<file path="config.mk">
export PLATFORM = sky130hd
export DESIGN_NAME = snake_frame_scheduler
export DESIGN_NICKNAME = d
export VERILOG_FILES = /design/src/rtl/snake_frame_scheduler.sv
export SDC_FILE = /design/constraint.sdc
export NUM_CORES = 1
export LEC_CHECK = 0
export CAP_MARGIN = 10
export CORE_ASPECT_RATIO = 0.5
export CORE_MARGIN = 2
export CORE_UTILIZATION = 39
export CTS_CLUSTER_SIZE = 10
export DETAILED_ROUTE_END_ITERATION = 8
export GPL_ROUTABILITY_DRIVEN = 0
export MAX_ROUTING_LAYER = met4
export PLACE_DENSITY = 0.76
export SLEW_MARGIN = 10
export SYNTH_ARGS = -nofsm -noshare
export SYNTH_HDL_FRONTEND = slang
export SYNTH_SLANG_ARGS = --single-unit
</file>
<file path="constraint.sdc">
create_clock -name clock_25 -period 1.45 [get_ports clock_25]
set_input_delay 0.29 -clock clock_25 [delete_from_list [all_inputs] [get_ports clock_25]]
set_output_delay 0.29 -clock clock_25 [all_outputs]
set_load 0.01 [all_outputs]
</file>
<file path="src/rtl/snake_frame_scheduler.sv">
// snake_frame_scheduler
//   Sequences the Snake game engine against the 640x480 VGA scan. It derives the game
//   tick from frame boundaries and hands the shared grid RAM to the game writer only
//   during vertical blanking. The VGA reader owns the RAM at all other times.
//
// Ports
//   clock_25   in   25 MHz pixel clock
//   KEY        in   asynchronous active-low reset
//   X, Y       in   pixel column / line from vga_wrapper
//   speed      in   tick period select, BASE_DIV >> speed frames
//   pause      in   level, suppresses game_tick
//   step       in   (SCHED_STEP_EN only) while paused, a rising edge arms one tick
//   upd_req    in   game engine requests grid RAM write access
//   upd_done   in   1-cycle pulse, game engine finished while granted
//   game_tick  out  1-cycle pulse, one cycle after the frame boundary
//   upd_grant  out  game engine owns grid RAM
//   vga_sel    out  VGA reader owns grid RAM (always ~upd_grant)
//   frame_cnt  out  free-running frame counter
//   overrun    out  sticky, a grant was force-revoked at end of blanking
//
// Configuration macro: SCHED_STEP_EN adds the single-step input.

module snake_frame_scheduler #(
    parameter int unsigned H_ACTIVE    = 640,
    parameter int unsigned H_TOTAL     = 800,
    parameter int unsigned V_ACTIVE    = 480,
    parameter int unsigned V_TOTAL     = 525,
    parameter int unsigned BASE_DIV    = 16,
    parameter int unsigned GUARD_LINES = 4
) (
    input  logic       clock_25,
    input  logic       KEY,
    input  logic [9:0] X,
    input  logic [9:0] Y,
    input  logic [1:0] speed,
    input  logic       pause,
`ifdef SCHED_STEP_EN
    input  logic       step,
`endif
    input  logic       upd_req,
    input  logic       upd_done,
    output logic       game_tick,
    output logic       upd_grant,
    output logic       vga_sel,
    output logic [7:0] frame_cnt,
    output logic       overrun
);

    localparam int unsigned DIV_W = (BASE_DIV > 1) ? $clog2(BASE_DIV) : 1;
    localparam int unsigned PER_W = DIV_W + 1;
    localparam int unsigned FC_W  = 8;

    // Illegal timing parameters disable the writer path rather than risk a grant
    // overlapping active video.
    localparam bit PARAMS_OK = (BASE_DIV >= 8) && (H_ACTIVE < H_TOTAL) &&
                               (V_ACTIVE < V_TOTAL) && (GUARD_LINES < (V_TOTAL - V_ACTIVE));

    typedef enum logic [1:0] {
        S_ACTIVE = 2'd0,
        S_BLANK  = 2'd1,
        S_GRANT  = 2'd2,
        S_DONE   = 2'd3
    } state_e;

    state_e            state_q, state_d;
    logic [DIV_W-1:0]  div_q, div_d;
    logic              tick_q, tick_d;
    logic              grant_q, grant_d;
    logic              vga_sel_q, vga_sel_d;
    logic [FC_W-1:0]   frame_cnt_q, frame_cnt_d;
    logic              overrun_q, overrun_d;

    logic              vb_start_c;
    logic              vb_end_c;
    logic              late_c;
    logic [PER_W-1:0]  period_c;
    logic              at_term_c;
    logic              force_tick_c;

    // Scan events decoded from the pixel counters.
    always_comb begin
        vb_start_c = (Y == 10'(V_ACTIVE)) && (X == 10'd0);
        vb_end_c   = (Y == 10'(V_TOTAL - 1)) && (X == 10'(H_TOTAL - 1));
        late_c     = (Y > 10'(V_TOTAL - 1 - GUARD_LINES));
        period_c   = PER_W'(BASE_DIV >> speed);
        // >= rather than == so a shortened period after a speed change still fires.
        at_term_c  = ({1'b0, div_q} >= (period_c - PER_W'(1)));
    end

`ifdef SCHED_STEP_EN
    logic step_prev_q, step_prev_d;
    logic armed_q, armed_d;

    // Rising edges of step while paused collapse into one pending tick.
    always_comb begin
        step_prev_d = step;
        armed_d     = armed_q;
        if (vb_start_c) begin
            armed_d = 1'b0;
        end
        if (pause && step && !step_prev_q) begin
            armed_d = 1'b1;
        end
        force_tick_c = armed_q;
    end

    always_ff @(posedge clock_25 or negedge KEY) begin
        if (!KEY) begin
            step_prev_q <= 1'b0;
            armed_q     <= 1'b0;
        end else begin
            step_prev_q <= step_prev_d;
            armed_q     <= armed_d;
        end
    end
`else
    always_comb begin
        force_tick_c = 1'b0;
    end
`endif

    // Frame counter and tick divider, both advanced only at the start of blanking.
    always_comb begin
        frame_cnt_d = frame_cnt_q;
        div_d       = div_q;
        tick_d      = 1'b0;
        if (vb_start_c) begin
            frame_cnt_d = frame_cnt_q + FC_W'(1);
            if (force_tick_c) begin
                tick_d = 1'b1;
                div_d  = '0;
            end else if (at_term_c) begin
                // Paused: hold at the terminal count so the tick follows the unpause.
                if (!pause) begin
                    tick_d = 1'b1;
                    div_d  = '0;
                end
            end else begin
                div_d = div_q + DIV_W'(1);
            end
        end
    end

    // RAM arbitration: at most one grant per frame, only inside blanking.
    always_comb begin
        state_d   = state_q;
        grant_d   = grant_q;
        overrun_d = overrun_q;
        case (state_q)
            S_ACTIVE: begin
                grant_d = 1'b0;
                if (vb_start_c) begin
                    state_d = S_BLANK;
                end
            end
            S_BLANK: begin
                if (vb_end_c) begin
                    state_d = S_ACTIVE;
                end else if (upd_req && !late_c && PARAMS_OK) begin
                    grant_d = 1'b1;
                    state_d = S_GRANT;
                end
            end
            S_GRANT: begin
                if (upd_done) begin
                    grant_d = 1'b0;
                    // A release on the last blanking cycle goes straight back to active.
                    state_d = vb_end_c ? S_ACTIVE : S_DONE;
                end else if (vb_end_c) begin
                    grant_d   = 1'b0;
                    overrun_d = 1'b1;
                    state_d   = S_ACTIVE;
                end
            end
            S_DONE: begin
                if (vb_end_c) begin
                    state_d = S_ACTIVE;
                end
            end
            default: begin
                grant_d = 1'b0;
                state_d = S_ACTIVE;
            end
        endcase
        vga_sel_d = ~grant_d;
    end

    always_ff @(posedge clock_25 or negedge KEY) begin
        if (!KEY) begin
            state_q     <= S_ACTIVE;
            div_q       <= '0;
            tick_q      <= 1'b0;
            grant_q     <= 1'b0;
            vga_sel_q   <= 1'b1;
            frame_cnt_q <= '0;
            overrun_q   <= 1'b0;
        end else begin
            state_q     <= state_d;
            div_q       <= div_d;
            tick_q      <= tick_d;
            grant_q     <= grant_d;
            vga_sel_q   <= vga_sel_d;
            frame_cnt_q <= frame_cnt_d;
            overrun_q   <= overrun_d;
        end
    end

    assign game_tick = tick_q;
    assign upd_grant = grant_q;
    assign vga_sel   = vga_sel_q;
    assign frame_cnt = frame_cnt_q;
    assign overrun   = overrun_q;

endmodule

</file>
# After elaboration in Yosys (flattened, before gate mapping)
# Cells that the tools add are included.
# op_classes
reduce_logical	9
n_eq_ne	9
n_addsub	3
n_shift	1
n_mux	17
order_cmp	2
multipliers	0
bitwise_logic	2
div_mod_pow	0
# ops
cell	n
$eq A10 B10 Y1 const B	2
$mux W2	6
$eq A10 B9 Y1 const B	1
$gt A10 B10 Y1 const B	1
$logic_not A10 Y1	1
$add A8 B1 Y8 const B	1
$mux W4	2
$pmux W2 S4	1
$mux W1	7
$ge A4 B5 Y1	1
$shr A5 B2 Y5 const A	1
$sub A5 B1 Y5 const B	1
$add A4 B1 Y4 const B	1
$eq A2 B2 Y1 const B	2
$ne A2 B2 Y1 const B	2
$reduce_and A2 Y1	2
$logic_and A1 B1 Y1	3
$ne A3 B3 Y1 const B	1
$pmux W1 S3	1
$reduce_and A3 Y1	1
$eq A2 B1 Y1 const B	1
$logic_not A2 Y1	1
$not A1 Y1	2
$logic_not A1 Y1	1
# word_totals
mem_bits_rw	0
regBits	18
latchBits	0
mem_count	0
mem_bits_ro	0
output_inout_bits	12
inputBits	27
word_cells	50

# Logic depth before layout (Yosys ltp)
# Gate-level depths: netlist of the first run.
# logic_depth
ltp_word	7
ltp_mapped	7

# Least setup slack after synthesis of the first run
# OpenSTA, ideal clock, no wires.
# synth_timing
path_type	input to register
start	in speed[1]
end	reg div_q[1]
arrival_ns	1.615
required_time_ns	1.332
setup_time_ns	0.118
slack_ns	-0.283
cell_stages	7
cell_sequence	or2_2 > ha_1 > nand2_1 > o21ai_0 > nor4_1 > and2_1 > a21o_1
# synth_between
elab_chain_cells	5
word_cells_on_any_way	6
classes_between	1 x add/sub; 1 x order compare; 1 x eq/ne; 1 x shift; 1 x mux; 1 x reduce/logical
# synth_lines
item	line_no	text
start: declaration	35	input logic [1:0] speed,
$shr A5 B2 Y5 (*)	85	period_c = PER_W'(BASE_DIV >> speed);
$sub A5 B1 Y5 (*)	87	at_term_c = ({1'b0, div_q} >= (period_c - PER_W'(1)));
$ge A4 B5 Y1 (*)	87	
$ne A2 B2 Y1 (no line)	--	
$reduce_and A2 Y1 (no line)	--	
end signal: assignment	199	div_q <= div_d;
end: declaration	66	logic [DIV_W-1:0] div_q, div_d;
# Mark *: on every way between the ends. The rest lies on a longest branch, timed or not.
# A chain may end at the register's enable or synchronous reset.

# Worst setup path after layout of the first run
# layout_timing
start	in X[3]
end	reg div_q[2]
# layout_between
elab_chain_cells	3
# layout_lines
item	line_no	text
start: declaration	33	input logic [9:0] X,
$logic_not A10 Y1	82	vb_start_c = (Y == 10'(V_ACTIVE)) && (X == 10'd0);
$logic_and A1 B1 Y1	82	
$reduce_and A2 Y1 (no line)	--	
# No other way between the ends.

==> results.yml, run 1 <==
clock_tree:
  clock-sinks: 18
  clk_latency_ns: 0.26
  clk_pin_slew_worst_paths_ns: 0.07
  numCtsBuffers: 3
  cts_root_buf: "clkbuf_8"
  cts_max_path_buffers: 2
  h-tree-depth: 1
  cts_tree: "built"
timing:
  tns_ns: -0.5982
  min_period_over_period: 1.097
  fmax_mhz: 628.7
  rsz0062_at_grt: "true"
  worstMarginPinSlew_ns: 0.3169
  fin_skew_ns: 0.001793
  maxSlewViolCount: 0
  max_slew_margin: 0.7827
  worst_slack_ns: -0.1407
  hold_viol_final: 0
  min_period_ns: 1.591
  setup-violations-final: 9
yosys:
  synth.largest_area_cell: "dfrtp_1"
  synth_cells: 100
  synth_edf_count: 0
  async_flop_share: 1.000
  synth_area_leaders: "dfrtp_1 (41%), ha_1 (6.1%), nand4_1 (4.9%)"
  synth_flop_cell: "dfrtp_1"
  synth_common_cells: "dfrtp_1 (17), nand2_1 (9), nand4_1 (8)"
  synth_top_area_share: 0.4131
  syn-mean-instance-area_um2: 10.30
  synth_cell_type_count: 35
  syn_nets: 132
  synth_seq_cells: 18
  synth_most_common_cell: "dfrtp_1"
  ys_warn_count: 0
  netlist_area_mm2: 0.001030
  ys_seq_area_frac: 0.4386
pwr:
  static-leakage-power_uw: 0.001021
  ir_drop_v: 0.0003301
  powerDensity_mw_per_mm2: 548.1
final_layout:
  fin_area_mm2: 0.001934
  nNetsFinal: 206
  diodes: 0
  drive_above_1_share: 0.4277
  syn2layout_area_growth_pct: 87.85
critical_path:
  r2r_slack_ns: -0.07
  end_kind: "flip-flop"
  r2r-start: "div_q[1]$_DFFE_PN0P_"
  startpoint_type: "input pin"
  critical_path_class: "in2reg"
  crit_chain: "dlygate4sd2_1 > nor4b_4 > nand2_2 > buf_4 > nor4_2 > mux2i_1 > o2bb2ai_4"
  endpoint: "div_q[2]$_DFFE_PN0P_"
  crit_arrival_ns: 1.78
  path_max_fanout: 4
  r2r-end: "div_q[0]$_DFFE_PN0P_"
  cp-startpoint: "X[3]"
  slowest_stage: "dlygate4sd2_1"
  reg2reg_depth: 6
  critPathRequiredTime_ns: 1.64
  max_stage_delay_ns: 0.27
detailed_routing:
  drt_first_pass_iters: 4
  drtIter0Drc: 86
  num_vias: 1119
  wl_per_cell_um: 16.74
  viasPerCell: 5.329
  drc: 0
  wirelength_mm: 3.516
  final_antenna_net_count: 0
placed_design:
  port-buffer-count: 38
  dpl_cell_area_mm2: 0.001668
  place_hpwl_mm: 2.041
die:
  ios: 39
  dieArea_mm2: 0.003092
  coreArea_mm2: 0.002554
  die_h_um: 40.34
  die_w_um: 76.67
  initial_core_util: 0.4032
  row_count: 13
outcome:
  run_status: "complete, but fails checks"
  violations: "setup timing"
grt:
  antenna_found_initial: 0
  grt_max_degree: 19
  grt_pass1_wl_mm: 4.698
  first_global_vias: 992
  grt.total_usage: 0.2093
  overflow: 0
run:
  cap_violations: 0
hold_path:
  hp-class: "in2async"
routing by layer:
layer	share of wire	track usage	vias to the layer above
li1	-	-	517
met1	0.43	0.2534	541
met2	0.49	0.3904	42
met3	0.035	0.02703	19
met4	0.035	0.05455	0
met5	0	-	-
how the worst min path moves through the flow:
stage | from | endpoint | slack [ns] | depth (start not counted)
final | KEY | div_q[0]$_DFFE_PN0P_ | 0.35 | 2
after global routing | KEY | div_q[0]$_DFFE_PN0P_ | 0.38 | 2
after CTS | KEY | div_q[1]$_DFFE_PN0P_ | 0.37 | 2
after detailed placement | overrun$_DFFE_PN0P_ | overrun$_DFFE_PN0P_ | 0.46 | 2
after global placement | overrun$_DFFE_PN0P_ | overrun$_DFFE_PN0P_ | 0.45 | 2
after floorplan | KEY | async pin | -0.006 | 0
per-stage QoR:
| stage | util | std cells | worst slack (ns) | hold WS, ns | power (µW) |
|---|---|---|---|---|---|
| after floorplan | - | 100 | -0.1337 | -0.005591 | 537.1 |
| after global placement | 0.6531 | 194 | -0.6718 | 0.4462 | 649.7 |
| after detailed placement | 0.6531 | 194 | -0.7244 | 0.4595 | 652.9 |
| after CTS | 0.7256 | 206 | -0.06970 | 0.3654 | 1050 |
| after global routing | 0.7575 | 210 | -0.2371 | 0.3803 | 1090 |
| final | 0.7575 | 210 | -0.1407 | 0.3517 | 1060 |
where the power goes:
part | switching, µW | internal [µW]
Clock | 170 | 242
Sequential | 0.0111 | 502
Combinational | 65.6 | 81.3
Total | 235 | 825
placed cells by master, fill, tap and decap left out, types with 2 or more instances in the layout:
| cell | count |
|---|---|
| dlygate4sd2_1 | 14 |
| nor2_1 | 4 |
| nand3_1 | 3 |
| and3_1 | 2 |
| dlymetal6s2s_1 | 5 |
| o21ai_0 | 2 |
| buf_6 | 4 |
| nor3_4 | 3 |
| clkdlybuf4s15_1 | 4 |
| buf_8 | 2 |
| nor4b_4 | 2 |
| clkdlybuf4s50_1 | 6 |
| buf_4 | 28 |
| ha_1 | 4 |
| nand2_2 | 4 |
| buf_2 | 5 |
| nand4_1 | 8 |
| nand2_1 | 6 |
| xnor2_1 | 5 |
| mux2_4 | 2 |
| dfrtp_1 | 17 |
| clkbuf_8 | 4 |
| and2_1 | 4 |
| xor2_1 | 2 |
| inv_1 | 5 |
| nor4_4 | 3 |
critical path: cells and delay by family:
family          cells  cell delay [ns]
simple gates        3             0.67
buf+inv             2             0.45
mux                 1             0.19
compound gates      1             0.17
timing repair:
item,CTS,global route
buffers inserted,9,4
endpoints found under the setup margin,26,21
resized for setup,77,17
pin swaps,27,20
hold buffers,0,0
final cells by class:
type / count / area, µm²
clock buffers: 4 / 55.05
fillers: 161 / 619.3
inverters: 5 / 18.77
multi-input cells: 76 / 735.7
flip-flops and latches: 18 / 451.7
well taps: 37 / 46.29
repair buffers: 70 / 626.9
flip-flops by register name (all words and copies together), names as in the netlist, named ones only:
name,flops
div_q,4
frame_cnt,8
game_tick,1
overrun,1
state_q,2
vga_sel,1
cell families (layout without fill, tap and decap cells):
group	after synthesis	count (layout)	synth area share
and+or+nand+nor	46	46	0.2807
muxes	3	3	0.03159
buffers and inverters	6	79	0.02187
AOI/OAI and AO/OA	15	15	0.1069
xor gates and xnor gates	7	7	0.05954
DFF	18	18	0.4386
adders and majority gates	5	5	0.06075
Power figures use the tool's default switching activity.
==> run 2, diff against run 1 <==
--- a/config.mk
+++ b/config.mk
@@ -6,9 +6,11 @@
 export NUM_CORES = 1
 export LEC_CHECK = 0
 export CAP_MARGIN = 10
+export CELL_PAD_IN_SITES_DETAIL_PLACEMENT = 0
+export CELL_PAD_IN_SITES_GLOBAL_PLACEMENT = 1
 export CORE_ASPECT_RATIO = 0.5
 export CORE_MARGIN = 2
-export CORE_UTILIZATION = 39
+export CORE_UTILIZATION = 29
 export CTS_CLUSTER_SIZE = 10
 export DETAILED_ROUTE_END_ITERATION = 8
 export GPL_ROUTABILITY_DRIVEN = 0
==> run 2 against run 1 <==
Effect of this change:
- the flow still finishes with violations (setup timing)
- critical path depth is 3 lower
- via count decreased by 7.5%
- final area fell by 2.5%
- clock-buffer cell count unchanged
- critical path type unchanged
- critical endpoint is now state_q[0]$_DFFE_PN0P_
- largest cell class unchanged
- largest power group unchanged
==> results.yml, run 2 (synthesis results as in run 1) <==
detailed_routing:
  drc: 0
  wirelength_mm: 2.786
  drtIter0Drc: 33
  num_vias: 1035
  wl_per_cell_um: 12.61
  final_antenna_net_count: 0
  drt_first_pass_iters: 4
  viasPerCell: 4.683
die:
  coreArea_mm2: 0.003416
  dieArea_mm2: 0.004072
  die_h_um: 46.14
  die_w_um: 88.27
  initial_core_util: 0.3015
  ios: 39
  row_count: 15
timing:
  hold_viol_final: 0
  worst_slack_ns: -0.1133
  fin_skew_ns: 0.01013
  rsz0062_at_grt: "true"
  tns_ns: -0.6678
  max_slew_margin: 0.7930
  min_period_ns: 1.563
  setup-violations-final: 12
  min_period_over_period: 1.078
  worstMarginPinSlew_ns: 0.3077
  fmax_mhz: 639.7
  maxSlewViolCount: 0
clock_tree:
  clock-sinks: 18
  clk_latency_ns: 0.26
  cts_root_buf: "clkbuf_8"
  clk_pin_slew_worst_paths_ns: 0.07
  cts_max_path_buffers: 2
  cts_tree: "built"
  numCtsBuffers: 3
  h-tree-depth: 1
  hold_buffers: 0
final_layout:
  final_common_cell: "buf_4"
  drive_above_1_share: 0.4118
  syn2layout_area_growth_pct: 83.11
  layout_common_cells: "buf_4 (24), dlygate4sd2_1 (18), dfrtp_1 (17)"
  nNetsFinal: 203
  largest_reg_flops: 8
  utilization: 0.5520
  diodes: 0
critical_path:
  crit_arrival_ns: 1.71
  critPathRequiredTime_ns: 1.59
  cp-startpoint: "X[9]"
  r2r-end: "div_q[0]$_DFFE_PN0P_"
  max_stage_delay_ns: 0.54
  crit_chain: "clkdlybuf4s50_1 > nand4_1 > or4_4 > a22o_2"
  r2r-start: "div_q[1]$_DFFE_PN0P_"
  reg2reg_depth: 6
  path_max_fanout: 4
  end_kind: "flip-flop"
  slowest_stage: "or4_4"
  r2r_slack_ns: -0.01
  startpoint_type: "input pin"
  crit_family: "simple AND/OR/NAND/NOR gates"
  critical_path_class: "in2reg"
  critPathBufInv: 1
outcome:
  run_status: "complete, but fails checks"
  violations: "setup timing"
placed_design:
  place_hpwl_mm: 2.152
  port-buffer-count: 38
pwr:
  static-leakage-power_uw: 0.0009770
  ir_drop_v: 0.0003210
  powerDensity_mw_per_mm2: 534.7
grt:
  grt_max_degree: 19
  overflow: 0
  first_global_vias: 1067
  antenna_found_initial: 0
  grt_pass1_wl_mm: 4.781
  grt.total_usage: 0.1604
hold_path:
  hp-class: "in2async"
run:
  cap_violations: 0
## run 2: cell types whose count changed in the layout (fill, tap and decap cells not counted), sizes merged
cell,before,now
dlygate4sd2,14,18
buf,40,35
clkdlybuf4s15,5,2
dlymetal6s2s,5,6
## run 2: area by class of cell
cell class              count  area, µm²
clock buffers               4      45.04
fillers                   313       1530
inverters                   5      18.77
multi-input cells          76      696.9
flip-flops and latches     18      451.7
well taps                  51      63.81
repair buffers             67      609.3
## run 2: routing by layer
metal,share of wire,GRT usage,wire (µm),vias to the layer above
met1,0.44,0.2016,1224,503
li1,-,-,-,509
met4,0.023,0.04545,65,0
met3,0.024,0.02330,68,7
met2,0.51,0.2767,1428,16
met5,0,-,0,-
## run 2: worst max-delay path by stage
stage	end	slack (ns)	cells after the start
2_1_floorplan	div_q[0]$_DFFE_PN0P_	-0.13	5
3_3_place_gp	state_q[0]$_DFFE_PN0P_	-0.69	6
3_5_place_dp	div_q[1]$_DFFE_PN0P_	-0.75	7
4_1_cts	state_q[0]$_DFFE_PN0P_	-0.11	6
5_1_grt	div_q[0]$_DFFE_PN0P_	-0.16	7
6_report	state_q[0]$_DFFE_PN0P_	-0.11	4
## run 2: metrics by stage
step	total power (µW)	instances	hold WS, ns	instance area (µm²)	worst slack (ns)
after floorplan	537.1	100	-0.005591	1082	-0.1337
after global placement	653.9	209	0.4556	1693	-0.6862
after detailed placement	655.9	209	0.4626	1693	-0.7496
after CTS	1010	220	0.3656	1841	-0.1090
after global routing	1055	221	0.3831	1886	-0.1584
final	1008	221	0.3543	1886	-0.1133
## run 2: power by group
group          internal (µW)  switching (µW)  total, µW  leakage (µW)
Clock                    195             171        367     0.0000228
Sequential               502          0.0115        502      0.000227
Combinational           79.9            59.4        139      0.000727
## run 2: worst register-to-register path, delay by kind of cell, from the launching register on
| family | cells | cell delay (ns) |
|---|---|---|
| AND/OR/NAND/NOR | 2 | 0.17 |
| AO/OA/AOI/OAI | 2 | 0.23 |
| adder cells (fa/ha/maj) | 1 | 0.29 |
| flip-flops | 1 | 0.39 |
| multiplexers | 1 | 0.27 |
## run 2: what timing repair did
item                                   in CTS  in global routing
endpoints found under the hold margin       0                  0
gates resized for setup                    69                 13
pin swaps                                  26                 12
setup buffers                               8                  2
setup endpoints to repair                  26                 24
==> patch 1 (flow settings as in run 2) <==
`V_TOTAL`: 525 -> 393.
--- a/src/rtl/snake_frame_scheduler.sv
+++ b/src/rtl/snake_frame_scheduler.sv
@@ -26,3 +26,3 @@
     parameter int unsigned V_ACTIVE    = 480,
-    parameter int unsigned V_TOTAL     = 525,
+    parameter int unsigned V_TOTAL     = 393,
     parameter int unsigned BASE_DIV    = 16,
Behaviour: not the same (Yosys sat finds a counterexample within 4 cycles, from zero or initial values).
==> patch 1 against run 2 <==
  * The run still ends with negative setup slack left
  * Highest routed layer is now met3
  * Die area is 1.1% higher
  * Maximum frequency decreased by 16%
  * Cell area fell by 4.6%
  * Critical endpoint is now frame_cnt[1]
  * Total power rose by 4.8%
  * Sequential cell count unchanged
  * Area after synthesis up 1.2%
  * Wire length shrank 6.3%
  * Worst setup slack got worse by 300 ps
  * Global-route usage down 2.0 points
==> patch 1: results <==
[outcome]
run_status = "complete, but fails checks"
violations = "negative setup slack"

[final_layout]
area_share_nonclk_buffers_pct = 28.7
fillCellCount = 325
numSequentialCells = 18
clock_area_share_pct = 3.06
inverters_excl_clock = 9
final_net_count = 187
multi_input_area_um2 = 677
final_layout_size_suffix_gt1_share_pct = 33.1
n_multi_input_combinational_cell = 68
layoutNonFillerInstCount = 205

[route]
detailroute.wirelength.met2_mm = 1.35
route.final.wire_length_mm = 2.61
met3_wirelength_um = 44
routed_via_density = 4.59
routedLengthMet1_mm = 1.21
top_layer = "met3"

[power_and_ir_drop]
power.static_leakage_nw = 0.859
p_int_uw = 834
power-per-cell-area_nw_per_um2 = 588
power_clock_uw = 414

[global_routing]
use_met1_pct = 16.9
grt_pass1_wl_mm = 4.20
grt_util_all_layers_pct = 14.1
first_global_vias = 933
grt_use_met3_pct = 3.23
grt_use_met2_pct = 24.3

[placement]
io_buffer_count = 37
placedInstanceArea_um2 = 1570
dpl.hpwl_mm = 1.92

[timing]
timing.final.ws_setup_ps = -412
final.hold.worst_slack_ps = 361
max_slew.worst_pin.slew_ps = 275
setup_viol_count_final = 18

[synth]
synthXorXnorAreaFrac_pct = 5.88
synthMuxAreaShare_pct = 1.08
syn_nets = 130
top_cells_by_area_in_the_synthesized_netlist = "sky130_fd_sc_hd__dfrtp_1 (41%), sky130_fd_sc_hd__ha_1 (6.0%), sky130_fd_sc_hd__nor4_4 (4.1%), sky130_fd_sc_hd__nand3_1 (3.4%), sky130_fd_sc_hd__xor2_1 (3.4%)"
synth-compound-area-share_pct = 11.2
postSynthAreaPerCell_um2 = 10.6
synth_fa_ha_area_share_pct = 6.00
seq_area_frac_synth_pct = 43.3

[setup_path]
critPathArrivalTime_ps = 2000
crit_path_max_fanout = 7
reg2reg_from = "div_q[2]"
worst-r2r-cell-count = 5

[floorplan]
dieArea_um2 = 4120

[clock_tree]
postcts_resize_cnt = 46
[patch 1: worst max-delay path by stage]
stage / start / end / slack [ps] / cells past startpoint
after floorplan: Y[1] / div_q[1] / -530 / 5
after global placement: Y[1] / div_q[2] / -990 / 6
after detailed placement: Y[1] / div_q[2] / -1010 / 6
after CTS: Y[4] / div_q[1] / -500 / 6
after global routing: Y[4] / div_q[1] / -430 / 6
final: Y[4] / frame_cnt[1] / -410 / 6
[patch 1: kinds of logic (layout without fill, tap and decap cells)]
logic type,Yosys count,in the layout
adder cells (fa/ha/maj),5,5
XOR/XNOR,7,7
buffers and inverters,12,68
AND/OR/NAND/NOR,40,40
flip-flops,18,18
AO/OA/AOI/OAI,15,15
multiplexers,1,1
[patch 1: through the flow]
step	setup WS (ps)	total power, mW	TNS, ps
4_1_cts	-504	1.06	-6250
2_1_floorplan	-526	0.535	-7490
5_1_grt	-429	1.11	-6170
6_report	-412	1.06	-5560
3_5_place_dp	-1010	0.630	-16420
3_3_place_gp	-988	0.629	-16280
==> patch 2 (config.mk and constraints of run 2) <==
Made on the original files. Put one more register stage on the output `overrun`. The value now appears one clock later. The other outputs are not delayed to match.
--- a/src/rtl/snake_frame_scheduler.sv
+++ b/src/rtl/snake_frame_scheduler.sv
@@ -211,3 +211,5 @@
     assign frame_cnt = frame_cnt_q;
-    assign overrun   = overrun_q;
+    always_ff @(posedge clock_25) begin
+        overrun <= overrun_q;
+    end
 
Formal check against the unedited RTL: not equivalent (Yosys sat finds a counterexample within 4 cycles, from zero or initial values).
==> patch 2 against run 2 <==
  * Total power grew 4.6%
  * Hold slack lost 2.7 ps
  * First-iteration DRC count shrank 21%
  * Cell area grew 4.8%
  * Maximum frequency grew 6.1%
  * Core utilization grew 2.3 points
  * Sequential cell count grew 1
  * Area after synthesis grew 0.85%
  * Worst setup slack gained 90 ps
  * Wire length grew 4.1%
  * Highest routed layer is now met3
  * Largest power group unchanged
  * The run still ends with negative setup slack left
  * Combinational power grew 6%
==> patch 2: results <==
[synth]
syn_nets = 133
synth-compound-area-share_pct = 10.6
top_cells_by_area_in_the_synthesized_netlist = "sky130_fd_sc_hd__dfrtp_1 (41%), sky130_fd_sc_hd__ha_1 (6.0%), sky130_fd_sc_hd__nand4_1 (4.8%), sky130_fd_sc_hd__xnor2_1 (4.2%), sky130_fd_sc_hd__nand2_1 (3.3%)"
synth.distinct_cells = 35
seq_area_frac_synth_pct = 45.4
synthXorXnorAreaFrac_pct = 5.90
synthMuxAreaShare_pct = 3.13
postSynthAreaPerCell_um2 = 10.3
synth_async_sr_flop_share_pct = 94.7

[power_and_ir_drop]
ir_drop_mv = 0.246
power-per-cell-area_nw_per_um2 = 534
p_int_uw = 803
power.static_leakage_nw = 1.00
sequentialPowerShare_pct = 50.2

[final_layout]
final_net_count = 209
fillCellCount = 304
layoutNonFillerInstCount = 227
ff_latch_area_um2 = 472
clock_area_share_pct = 2.34
area_share_nonclk_buffers_pct = 31.3
non_clock_buffer_count = 72
multi_input_area_share_pct = 38.3
final_layout_size_suffix_gt1_share_pct = 47.2
utilization_pct = 57.5
n_clock_buffer = 3

[global_routing]
grt_use_met3_pct = 2.87
use_met1_pct = 18.4
grt_use_met2_pct = 27.6
grt_util_all_layers_pct = 15.4
grt_pass1_wl_mm = 4.61
first_global_vias = 1022

[floorplan]
dieArea_um2 = 4100

[route]
drt_pre_antenna_iters = 3
drt-initial-drc-count = 26
met3_wirelength_um = 70
route.final.wire_length_mm = 2.90
detailroute.wirelength.met2_mm = 1.52
routed_via_density = 4.53
top_layer = "met3"
routedLengthMet1_mm = 1.31

[timing]
setup_total_negative_slack_ps = -23.5
final.hold.worst_slack_ps = 352
slew_headroom_pct = 79.3
fin_skew_ps = 1.66
timing.final.ws_setup_ps = -23.5
setup_viol_count_final = 1

[placement]
dpl.hpwl_mm = 2.02
dp_slack_ps = -732
placedInstanceArea_um2 = 1700

[setup_path]
crit_path_top_delay_cell = "sky130_fd_sc_hd__or4_4"
worstSetupStartpoint = "Y[6]"

[outcome]
violations = "negative setup slack"
run_status = "complete, but fails checks"
patch 2: cell count changes in the layout (fill, tap and decap cells not counted), moves of 2 or more:
cell	delta
sky130_fd_sc_hd__buf_2	-2
sky130_fd_sc_hd__buf_4	+4
sky130_fd_sc_hd__buf_6	+3
sky130_fd_sc_hd__clkbuf_2	+7
sky130_fd_sc_hd__dlygate4sd2_1	-4
sky130_fd_sc_hd__dlymetal6s2s_1	-2
sky130_fd_sc_hd__ha_1	-2
sky130_fd_sc_hd__ha_4	+2
patch 2: timing repair:
item / 4_1_cts / 5_1_grt
endpoints found under the setup margin: 26 / 20
pin swaps: 26 / 22
buffers inserted: 10 / 3
hold buffers: 0 / 0
gates cloned: 0 / 0
resized for setup: 71 / 32
patch 2: final timing paths:
check / end / depth (start not counted)
min reg2reg: overrun / 0
max reg2reg: div_q[0] / 6
min: frame_cnt[5] / 2
max: state_q[0] / 5
min in group clock_25: overrun / 0
max in group asynchronous: vga_sel / 2
